==> src/rtl/div_6by3_seq.sv <==
// Restoring divider, one quotient bit per clock; DW-cycle latency, 1 cycle for divide-by-zero.
// No backpressure: start is only sampled in IDLE and ignored while busy; done is a one-cycle pulse.
module div_6by3_seq #(
    parameter int DW = 6,
    parameter int VW = 3
) (
    input  logic          clk,
    input  logic          rst_n,
    input  logic          start,
    input  logic [DW-1:0] dividend,
    input  logic [VW-1:0] divisor,
    output logic [DW-1:0] quotient,
    output logic [VW-1:0] remainder,
    output logic          busy,
    output logic          done,
    output logic          div_zero
);
    localparam int CW = $clog2(DW + 1);

    typedef enum logic {IDLE, CALC} state_t;

    state_t        state;
    logic [DW-1:0] dvd_sh;
    logic [VW-1:0] dvs;
    logic [VW:0]   prem;
    logic [CW-1:0] cnt;
    logic          dz_pend;

    logic [VW:0]   shifted;
    logic [VW:0]   trial;
    logic          fits;
    logic [VW:0]   prem_nxt;
    logic [DW-1:0] dvd_nxt;

    // The dividend register doubles as the quotient: MSB shifts out, quotient bit shifts in.
    always_comb begin
        shifted  = {prem[VW-1:0], dvd_sh[DW-1]};
        trial    = shifted - {1'b0, dvs};
        fits     = (shifted >= {1'b0, dvs});
        prem_nxt = fits ? trial : shifted;
        dvd_nxt  = {dvd_sh[DW-2:0], fits};
    end

    always_ff @(posedge clk or negedge rst_n) begin
        if (!rst_n) begin
            state     <= IDLE;
            dvd_sh    <= '0;
            dvs       <= '0;
            prem      <= '0;
            cnt       <= '0;
            dz_pend   <= 1'b0;
            quotient  <= '0;
            remainder <= '0;
            busy      <= 1'b0;
            done      <= 1'b0;
            div_zero  <= 1'b0;
        end else begin
            done    <= 1'b0;
            dz_pend <= 1'b0;
            // Divide-by-zero result lands one edge after acceptance, FSM never leaves IDLE.
            if (dz_pend) begin
                quotient  <= '1;
                remainder <= '0;
                div_zero  <= 1'b1;
                done      <= 1'b1;
            end
            case (state)
                IDLE: begin
                    if (start) begin
                        if (divisor != '0) begin
                            dvd_sh <= dividend;
                            dvs    <= divisor;
                            prem   <= '0;
                            cnt    <= '0;
                            busy   <= 1'b1;
                            state  <= CALC;
                        end else begin
                            dz_pend <= 1'b1;
                        end
                    end
                end
                CALC: begin
                    prem   <= prem_nxt;
                    dvd_sh <= dvd_nxt;
                    cnt    <= cnt + CW'(1);
                    if (cnt == CW'(DW - 1)) begin
                        quotient  <= dvd_nxt;
                        remainder <= prem_nxt[VW-1:0];
                        div_zero  <= 1'b0;
                        done      <= 1'b1;
                        busy      <= 1'b0;
                        state     <= IDLE;
                    end
                end
                default: state <= IDLE;
            endcase
        end
    end
endmodule

==> config.mk <==
export PLATFORM = sky130hd
export DESIGN_NAME = div_6by3_seq
export DESIGN_NICKNAME = d
export VERILOG_FILES = /design/src/rtl/div_6by3_seq.sv
export SDC_FILE = /design/constraint.sdc
export NUM_CORES = 1
export LEC_CHECK = 0
export BUFFER_PORTS_ARGS = -buffer_cell sky130_fd_sc_hd__buf_2
export CAP_MARGIN = 15
export CELL_PAD_IN_SITES_DETAIL_PLACEMENT = 1
export CELL_PAD_IN_SITES_GLOBAL_PLACEMENT = 1
export CORE_ASPECT_RATIO = 0.75
export CORE_MARGIN = 10
export CORE_UTILIZATION = 35
export CTS_BUF_LIST = sky130_fd_sc_hd__clkbuf_8 sky130_fd_sc_hd__clkbuf_16
export DETAILED_ROUTE_END_ITERATION = 10
export MAX_ROUTING_LAYER = met4
export PLACE_DENSITY_LB_ADDON = 0.3
export SLEW_MARGIN = 20
export SYNTH_ARGS = -nofsm -noshare
export SYNTH_HDL_FRONTEND = slang
export SYNTH_SLANG_ARGS = --single-unit
export TNS_END_PERCENT = 10
==> constraint.sdc <==
create_clock -name clk -period 2.8 [get_ports clk]
set_clock_uncertainty 0.05 [all_clocks]
set_input_delay 0.42 -clock clk [delete_from_list [all_inputs] [get_ports clk]]
set_output_delay 0.42 -clock clk [all_outputs]
set_load 0.05 [all_outputs]
Word level (Yosys, flattened, before mapping)
Index checks and enable logic that the tools add are counted.
{"block": "totals", "out_inout_bits": 12, "wordCells": 56, "ff_bits": 29, "in_bits": 12}
{"block": "op_classes", "n_reduce_logical": 4, "addsub": 2, "bitwise": 1, "eq_ne": 4, "mux": 33, "n_lt_le_gt_ge": 1}
{"op": "6-bit 2-to-1 mux", "count": 5}
{"op": "3-bit 2-to-1 mux", "count": 8}
{"op": "1-bit 2-to-1 mux", "count": 15}
{"op": "3-bit case mux with 2 select lines", "count": 2}
{"op": "6-bit case mux with 2 select lines", "count": 1}
{"op": "3-bit AND reduction", "count": 2}
{"op": "4-bit by 3-bit >= comparator with 1-bit output", "count": 1}
{"op": "2-bit inequality test, second input constant", "count": 2}
{"op": "1-bit case mux with 2 select lines", "count": 2}
{"op": "3-bit by 1-bit adder with 3-bit output, second input constant", "count": 1}
{"op": "3-bit == test, second input constant", "count": 1}
{"op": "3-bit nonzero test", "count": 1}
{"op": "3-bit subtractor", "count": 1}
{"op": "2-bit by 1-bit inequality test with 1-bit output, second input constant", "count": 1}
{"op": "2-bit AND reduction", "count": 1}
{"op": "1-bit inverter", "count": 1}

Depth between registers and ports, before layout
Gate-level depths: netlist of the first run.
{"block": "logic_depth", "depth_word": 4, "mapped_depth": 7, "ltp_nobuf": 6}

Worst setup path after synthesis of the first run
No wires, ideal clock.
{"block": "synth_timing", "path_kind": "reg-to-reg", "from": "register dvd_sh[5]", "to": "register remainder[1]", "n_path_buf": 1, "t_required_ns": 2.624, "setup_time_ns": 0.126, "path_stages_with_launch": 8, "path_slack_ns": 0.849, "arrival_time_ns": 1.775, "synth_period_minus_slack_ns": 1.951, "cell_sequence": "dfrtp_1 -> inv_1 -> ha_1 -> fa_1 -> nor2b_1 -> clkbuf_1 -> nor3_1 -> a311o_1"}
{"block": "synth_via", "elab_chain_cells": 4, "word_cells_on_any_way": 5, "classes_between": "1 x add/sub; 1 x order compare; 3 x mux"}
{"item": "start: declaration", "line_no": "23", "text": "logic [DW-1:0] dvd_sh;"}
{"item": "start signal: assignment", "line_no": "71", "text": "dvd_sh <= dividend;"}
{"item": "start signal: assignment", "line_no": "84", "text": "dvd_sh <= dvd_nxt;"}
{"item": "4-bit by 3-bit >= comparator with 1-bit output or 3-bit subtractor (tied branches)", "line_no": "39, 38"}
{"item": "3-bit 2-to-1 mux (*)", "line_no": "40", "text": "prem_nxt = fits ? trial : shifted;"}
{"item": "3-bit 2-to-1 mux (*)", "line_no": "86", "text": "if (cnt == CW'(DW - 1)) begin"}
{"item": "3-bit 2-to-1 mux (*)", "line_no": "67", "text": "case (state)"}
{"item": "end signal: assignment", "line_no": "88", "text": "remainder <= prem_nxt[VW-1:0];"}
{"item": "end: declaration", "line_no": "13", "text": "output logic [VW-1:0] remainder,"}
Mark *: on every way between the ends. The rest lies on a longest branch, timed or not.
A chain may end at the register's enable or synchronous reset.

Worst setup path in the final report of the first run
Same ends and word-level chain as after synthesis.

==> metrics.cfg, run 1 <==
[worst_setup_path]
critical_path_peak_fanout=10
critPathArrivalTime_ps=2100
critical_path_class=flip-flop to flip-flop
startpoint_type=flip-flop
r2r_setup_slack_ps=820
critical_path_required_ps=2920
crit_path_end_kind=flip-flop

[synth]
synthCells=126
netlist_top_cells_count=dfrtp_1, nand2_1, clkbuf_1, inv_1, o21ai_0
synthesis.nets=144
ys_top_cells_by_area=dfrtp_1, ha_1, a221o_1
ys_types=37
synthFlopType=dfrtp_1
syn_avg_cell_area_sq_um=11.0
yosysMostFrequentCell=dfrtp_1
synth_area_sq_um=1390
synth_edf_count=0
synth_warnings=0
synthArstFlopShare_pct=100
netlist.area_leader.share_pct=52.3
synth_seq_cells=29
yosys.area.top_type=dfrtp_1
yosysSeqAreaShare_pct=52.3

[timing]
period_minus_slack_ps=1980
clock.fmax_mhz=504
slew_headroom_pct=57.1
tightestPinTransition_ps=644
setup_viol=0
finalSetupTns_ps=0
hold_viol=0
slew_viol_final=0
period_share_pct=70.8
layout_setup_ws_ps=816
grt_setup_unrepaired=no

[drt]
detail_route.wirelength_microns=3390
wl_per_cell_microns=16.8
postRouteAntennaNets=0
via_count=1031
via_per_inst=5.10
drt-initial-drc-count=68
drc_errors=0
drt_first_pass_iters=4

[floorplan]
die_w_microns=92.7
core-area_sq_um=3730
fp.dieH_microns=74.5
fp.dieArea_sq_um=6900
start_util_pct=37.1
num_rows=19
io_pins=24

[place]
port_buffers=23
post-dp-hpwl_microns=2490
placed_area_sq_um=1540
place_ws_ps=846
place_congestion=0.792

[cts]
ctsHtreeMaxLevel=2
post_cts_buffers=0
cts.hold.buffers_added=0
clock-sinks=29
numCtsBuffers=5
cts_resized=0
cts.clk_slew.worst_paths_ps=60
cts_max_path_buffers=2
root_buffer=clkbuf_8
cts_tree=yes
clock_latency_ps=290

[layout]
n_fill_cell=443
drive_gt1_share_pct=29.3
postLayoutCellArea_sq_um=1640
area_growth_pct=18.5
fin_nets=167
antenna_cells=0

[grt]
antenna_found_initial=0
grt_pass1_vias=1154
grt_max_degree=30
track_usage_pct=11.7
grt_overflow_total=0
grt_first_pass_wirelength_microns=5890

[flow_run]
drv_cap=0

[power_and_ir_drop]
p_per_area_nw_per_um2=1460
leakage_nw=0.795
power.total_mw=2.39
worst_ir_drop_vdd_mv=0.516

[outcome]
status=completed

[hold_path]
hp-class=input pin to asynchronous set/reset pin

-- state kept, by name (all words and copies together), names as in the netlist --
register and count:
done 1, dz_pend 1, quotient 6, prem 3, busy 1, dvs 3
cnt 3, state 1, div_zero 1, remainder 3, dvd_sh 6
-- cell usage in the layout (no fill, tap or decap) --
master | netlist | routed
nor4_1 | 2 | 2
nor2b_1 | 2 | 2
nor3_1 | 1 | 1
clkinv_2 | 0 | 1
a31o_2 | 1 | 1
buf_4 | 0 | 3
o21a_1 | 1 | 1
and3_1 | 2 | 2
o2bb2ai_1 | 1 | 1
mux2_2 | 4 | 4
clkbuf_8 | 0 | 7
a32o_1 | 1 | 1
o311a_2 | 2 | 2
or4_4 | 1 | 1
a311o_1 | 1 | 1
a21oi_1 | 1 | 1
nand3_1 | 1 | 1
ha_1 | 5 | 5
a221o_1 | 6 | 6
o31a_2 | 2 | 2
buf_2 | 2 | 23
nand2_1 | 13 | 13
o21ai_0 | 7 | 7
nand2b_1 | 2 | 2
and2_1 | 5 | 5
nand3b_1 | 1 | 1
or2_1 | 1 | 1
o311ai_1 | 1 | 1
a211o_1 | 2 | 2
inv_1 | 7 | 7
nor2_1 | 5 | 5
or4_1 | 1 | 1
or3_1 | 1 | 1
dfrtp_1 | 29 | 29
nor3b_1 | 2 | 2
o31ai_1 | 2 | 2
fa_1 | 1 | 1
xor2_1 | 2 | 2
-- layout make-up --
class,count,area [sq um],area share [%]
flip-flops and latches,29,726,44.2
multi-input cells,80,587,35.7
repair buffers,26,138,8.38
clock buffers,7,96.3,5.86
well taps,52,65.1,3.96
inverters,7,26.3,1.60
clock inverters,1,5.00,0.305
-- power breakdown --
part	total (mW)	leakage, nW	switching [mW]	internal (mW)
Sequential	0.776	0.352	0.151	0.625
Clock	0.384	0.0542	0.162	0.222
Combinational	1.24	0.389	0.755	0.480
-- worst paths after layout --
check | depth (start not counted) | startpoint | endpoint
min in group clk | 2 | dividend[1] | dvd_sh[1]
max in group asynchronous | 1 | rst_n | div_zero
hold / removal | 1 | rst_n | quotient[3]
hold reg to reg | 1 | busy | busy
setup reg to reg | 7 | dvd_sh[5] | remainder[1]
setup / recovery | 7 | dvd_sh[5] | remainder[1]
-- metal layers --
metal	part of all wire (%)	track usage, %	wire (microns)	vias up
li1	-	-	-	492
met1	51	13.9	1730	503
met2	41	16.7	1410	28
met3	5.0	3.92	168	8
met4	2.5	7.17	84	0
met5	0	-	0	-
-- through the flow --
step / std cells / util [%] / hold slack (ps)
after global routing: 202 / 44.0 / 157
final: 202 / 44.0 / 101
after global placement: 194 / 41.3 / 418
after detailed placement: 194 / 41.3 / 427
after floorplan: 126 / - / 74.4
after CTS: 202 / 44.0 / 126
-- logic make-up after synthesis --
kind of cell               synth area share, %
adders and majority gates                 5.96
DFF                                       52.3
AOI/OAI and AO/OA                         16.5
and+or+nand+nor                           15.3
xor gates and xnor gates                  1.26
buffers and inverters                     5.33
muxes                                     3.25
-- worst max-delay path: stages, from the launching register on --
cell	delay (ps)
dfrtp_1	410
inv_1	60
ha_1	210
fa_1	410
nor2b_1	120
buf_4	170
nor3_1	100
a311o_1	340
No activity file was read; power rests on OpenSTA's default activity.
==> run 2: changes to the inputs <==
--- a/config.mk
+++ b/config.mk
@@ -5,6 +5,7 @@
 export SDC_FILE = /design/constraint.sdc
 export NUM_CORES = 1
 export LEC_CHECK = 0
+export ABC_AREA = 1
 export BUFFER_PORTS_ARGS = -buffer_cell sky130_fd_sc_hd__buf_2
 export CAP_MARGIN = 15
 export CELL_PAD_IN_SITES_DETAIL_PLACEMENT = 1
==> constraint.sdc (replaced) <==
create_clock -name clk -period 1.9 [get_ports clk]
set_clock_uncertainty 0.05 [all_clocks]
set_input_delay 0.285 -clock clk [delete_from_list [all_inputs] [get_ports clk]]
set_output_delay 0.285 -clock clk [all_outputs]
set_load 0.05 [all_outputs]
==> metrics.cfg, run 2 <==
[synth]
yosysSeqAreaShare_pct=54.4
syn_avg_cell_area_sq_um=9.40
ys_top_cells_by_area=dfrtp_1, nand2_1, inv_1
synth_area_sq_um=1340
synth_warnings=0
netlist.area_leader.share_pct=54.4
yosys.area.top_type=dfrtp_1
yosysMostFrequentCell=nand2_1
netlist_top_cells_count=nand2_1, dfrtp_1, inv_1
synth_edf_count=0
synthFlopType=dfrtp_1
synthesis.nets=160
synthCells=142
synth_seq_cells=29
ys_types=18
synthArstFlopShare_pct=100

[timing]
tightestPinTransition_ps=638
layout_setup_ws_ps=180
grt_setup_unrepaired=no
setup_viol=0
slew_headroom_pct=57.4
period_minus_slack_ps=1720
clock.fmax_mhz=581
period_share_pct=90.5
hold_viol=0
finalSetupTns_ps=0
slew_viol_final=0

[floorplan]
start_util_pct=36.5
num_rows=19
fp.dieH_microns=73.5
fp.dieArea_sq_um=6710
io_pins=24
die_w_microns=91.3
core-area_sq_um=3660

[place]
port_buffers=23
post-dp-hpwl_microns=2350
place_congestion=0.798
place_ws_ps=148

[worst_setup_path]
startpoint_type=flip-flop
crit_top_cell=nand2_1
cp_cell_sequence=inv_1 > ha_1 > fa_1 > nand2_1 > nand2_1 > nand2_2 > nand2_1 > nand3_1 > nand2_1
cp_num_buf_inv=1
crit_family=adder cells
critical_path_class=flip-flop to flip-flop
critical_path_peak_fanout=5
critical_path_required_ps=2020
crit_path_end_kind=flip-flop
critPathArrivalTime_ps=1840
cpPeakStageDelay_ps=410
slowest_stage=fa_1

[power_and_ir_drop]
p_per_area_nw_per_um2=2030
power.total_mw=3.24
leakage_nw=0.835
worst_ir_drop_vdd_mv=0.731

[grt]
grt_overflow_total=0
gr-max-usage-layer=met2
grt_use_met2_pct=15.5
grt_max_degree=30
antenna_found_initial=0
met3_usage_pct=3.56
grt_pass1_vias=1132
grt_use_met1_pct=12.5
track_usage_pct=10.7
grt_first_pass_wirelength_microns=5380

[drt]
wl_per_cell_microns=13.4
drt_first_pass_iters=4
via_per_inst=4.49
drc_errors=0
via_count=1015
detail_route.wirelength_microns=3030
drt-initial-drc-count=31
postRouteAntennaNets=0

[layout]
top_regs=dvd_sh: 6 flops, quotient: 6 flops
layout_commonest_cell=nand2_1
area_growth_pct=19.9
fin_nets=191
drive_gt1_share_pct=22.4
antenna_cells=0
final_cell_mix=nand2_1, dfrtp_1, buf_2

[cts]
cts_max_path_buffers=2
clock-sinks=29
cts_tree=yes
root_buffer=clkbuf_8
numCtsBuffers=5
cts.clk_slew.worst_paths_ps=60
ctsHtreeMaxLevel=2
post_cts_buffers=0
clock_latency_ps=280

[flow_run]
drv_cap=0

[outcome]
status=completed

[hold_path]
hp-class=input pin to flip-flop

[run 2: cell types whose count changed after synthesis, sizes merged, moves of 4 or more]
| cell | before | now |
|---|---|---|
| o22ai | 0 | 6 |
| clkbuf | 7 | 0 |
| nand3 | 1 | 16 |
| mux2 | 4 | 0 |
| inv | 7 | 20 |
| a221o | 6 | 0 |
| nand2 | 13 | 48 |
| and2 | 5 | 0 |
[run 2: routing by layer]
| metal | vias up | routed length (microns) |
|---|---|---|
| met5 | - | 0 |
| met4 | 0 | 79 |
| met3 | 7 | 151 |
| met2 | 20 | 1320 |
| met1 | 481 | 1480 |
| li1 | 507 | - |
[run 2: worst register-to-register path, stage by stage (launching register included)]
cell,delay (ps)
dfrtp_1,340
inv_1,60
ha_1,210
fa_1,410
nand2_1,90
nand2_1,110
nand2_2,120
nand2_1,80
nand3_1,80
nand2_1,60
[run 2: final timing paths]
path | from | endpoint | slack [ps] | cells past startpoint
max in group asynchronous | rst_n | quotient[3] | 870 | 2
hold / removal | dividend[1] | dvd_sh[1] | 170 | 3
min in group asynchronous | rst_n | remainder[2] | 510 | 2
hold reg to reg | remainder[1] | remainder[1] | 420 | 2
setup / recovery | dvd_sh[5] | prem[0] | 180 | 9
setup reg to reg | dvd_sh[5] | prem[0] | 180 | 9
[run 2: cell type report]
type                    count  area [sq um]
clock inverters             3          11.3
clock buffers               5          68.8
well taps                  52          65.1
fillers                   456          2060
repair buffers             26           140
inverters                  20          75.1
flip-flops and latches     29           726
multi-input cells          91           514
[run 2: power breakdown]
part / internal (mW) / switching, mW
combinational: 0.516 / 1.13
sequential: 0.922 / 0.205
clock: 0.243 / 0.223
total: 1.68 / 1.56
[run 2: logic make-up (layout without fill, tap and decap cells)]
family          Yosys count  after routing  share of synthesized area (%)
xor+xnor                  2              2                           1.31
buf+inv                  22             54                           7.31
flops                    29             29                           54.4
fa+ha+maj                 6              6                           6.19
simple gates             70             70                           25.1
compound gates           13             13                           5.72
[run 2: metrics by stage]
stage / hold slack [ps] / util [%] / instance area, sq um / cells
3_5_place_dp: 301 / 41.2 / 1510 / 217
2_1_floorplan: -60.6 / - / 1340 / 142
3_3_place_gp: 291 / 41.2 / 1510 / 217
6_report: 173 / 43.7 / 1600 / 226
5_1_grt: 188 / 43.7 / 1600 / 226
4_1_cts: 170 / 43.6 / 1600 / 226
[run 2: repair_timing]
| item | in CTS | in global routing |
|---|---|---|
| hold endpoints to repair | 22 | 0 |
| gates resized for setup | 0 | 1 |
| hold buffers | 1 | 0 |
| setup endpoints to repair | 0 | 1 |
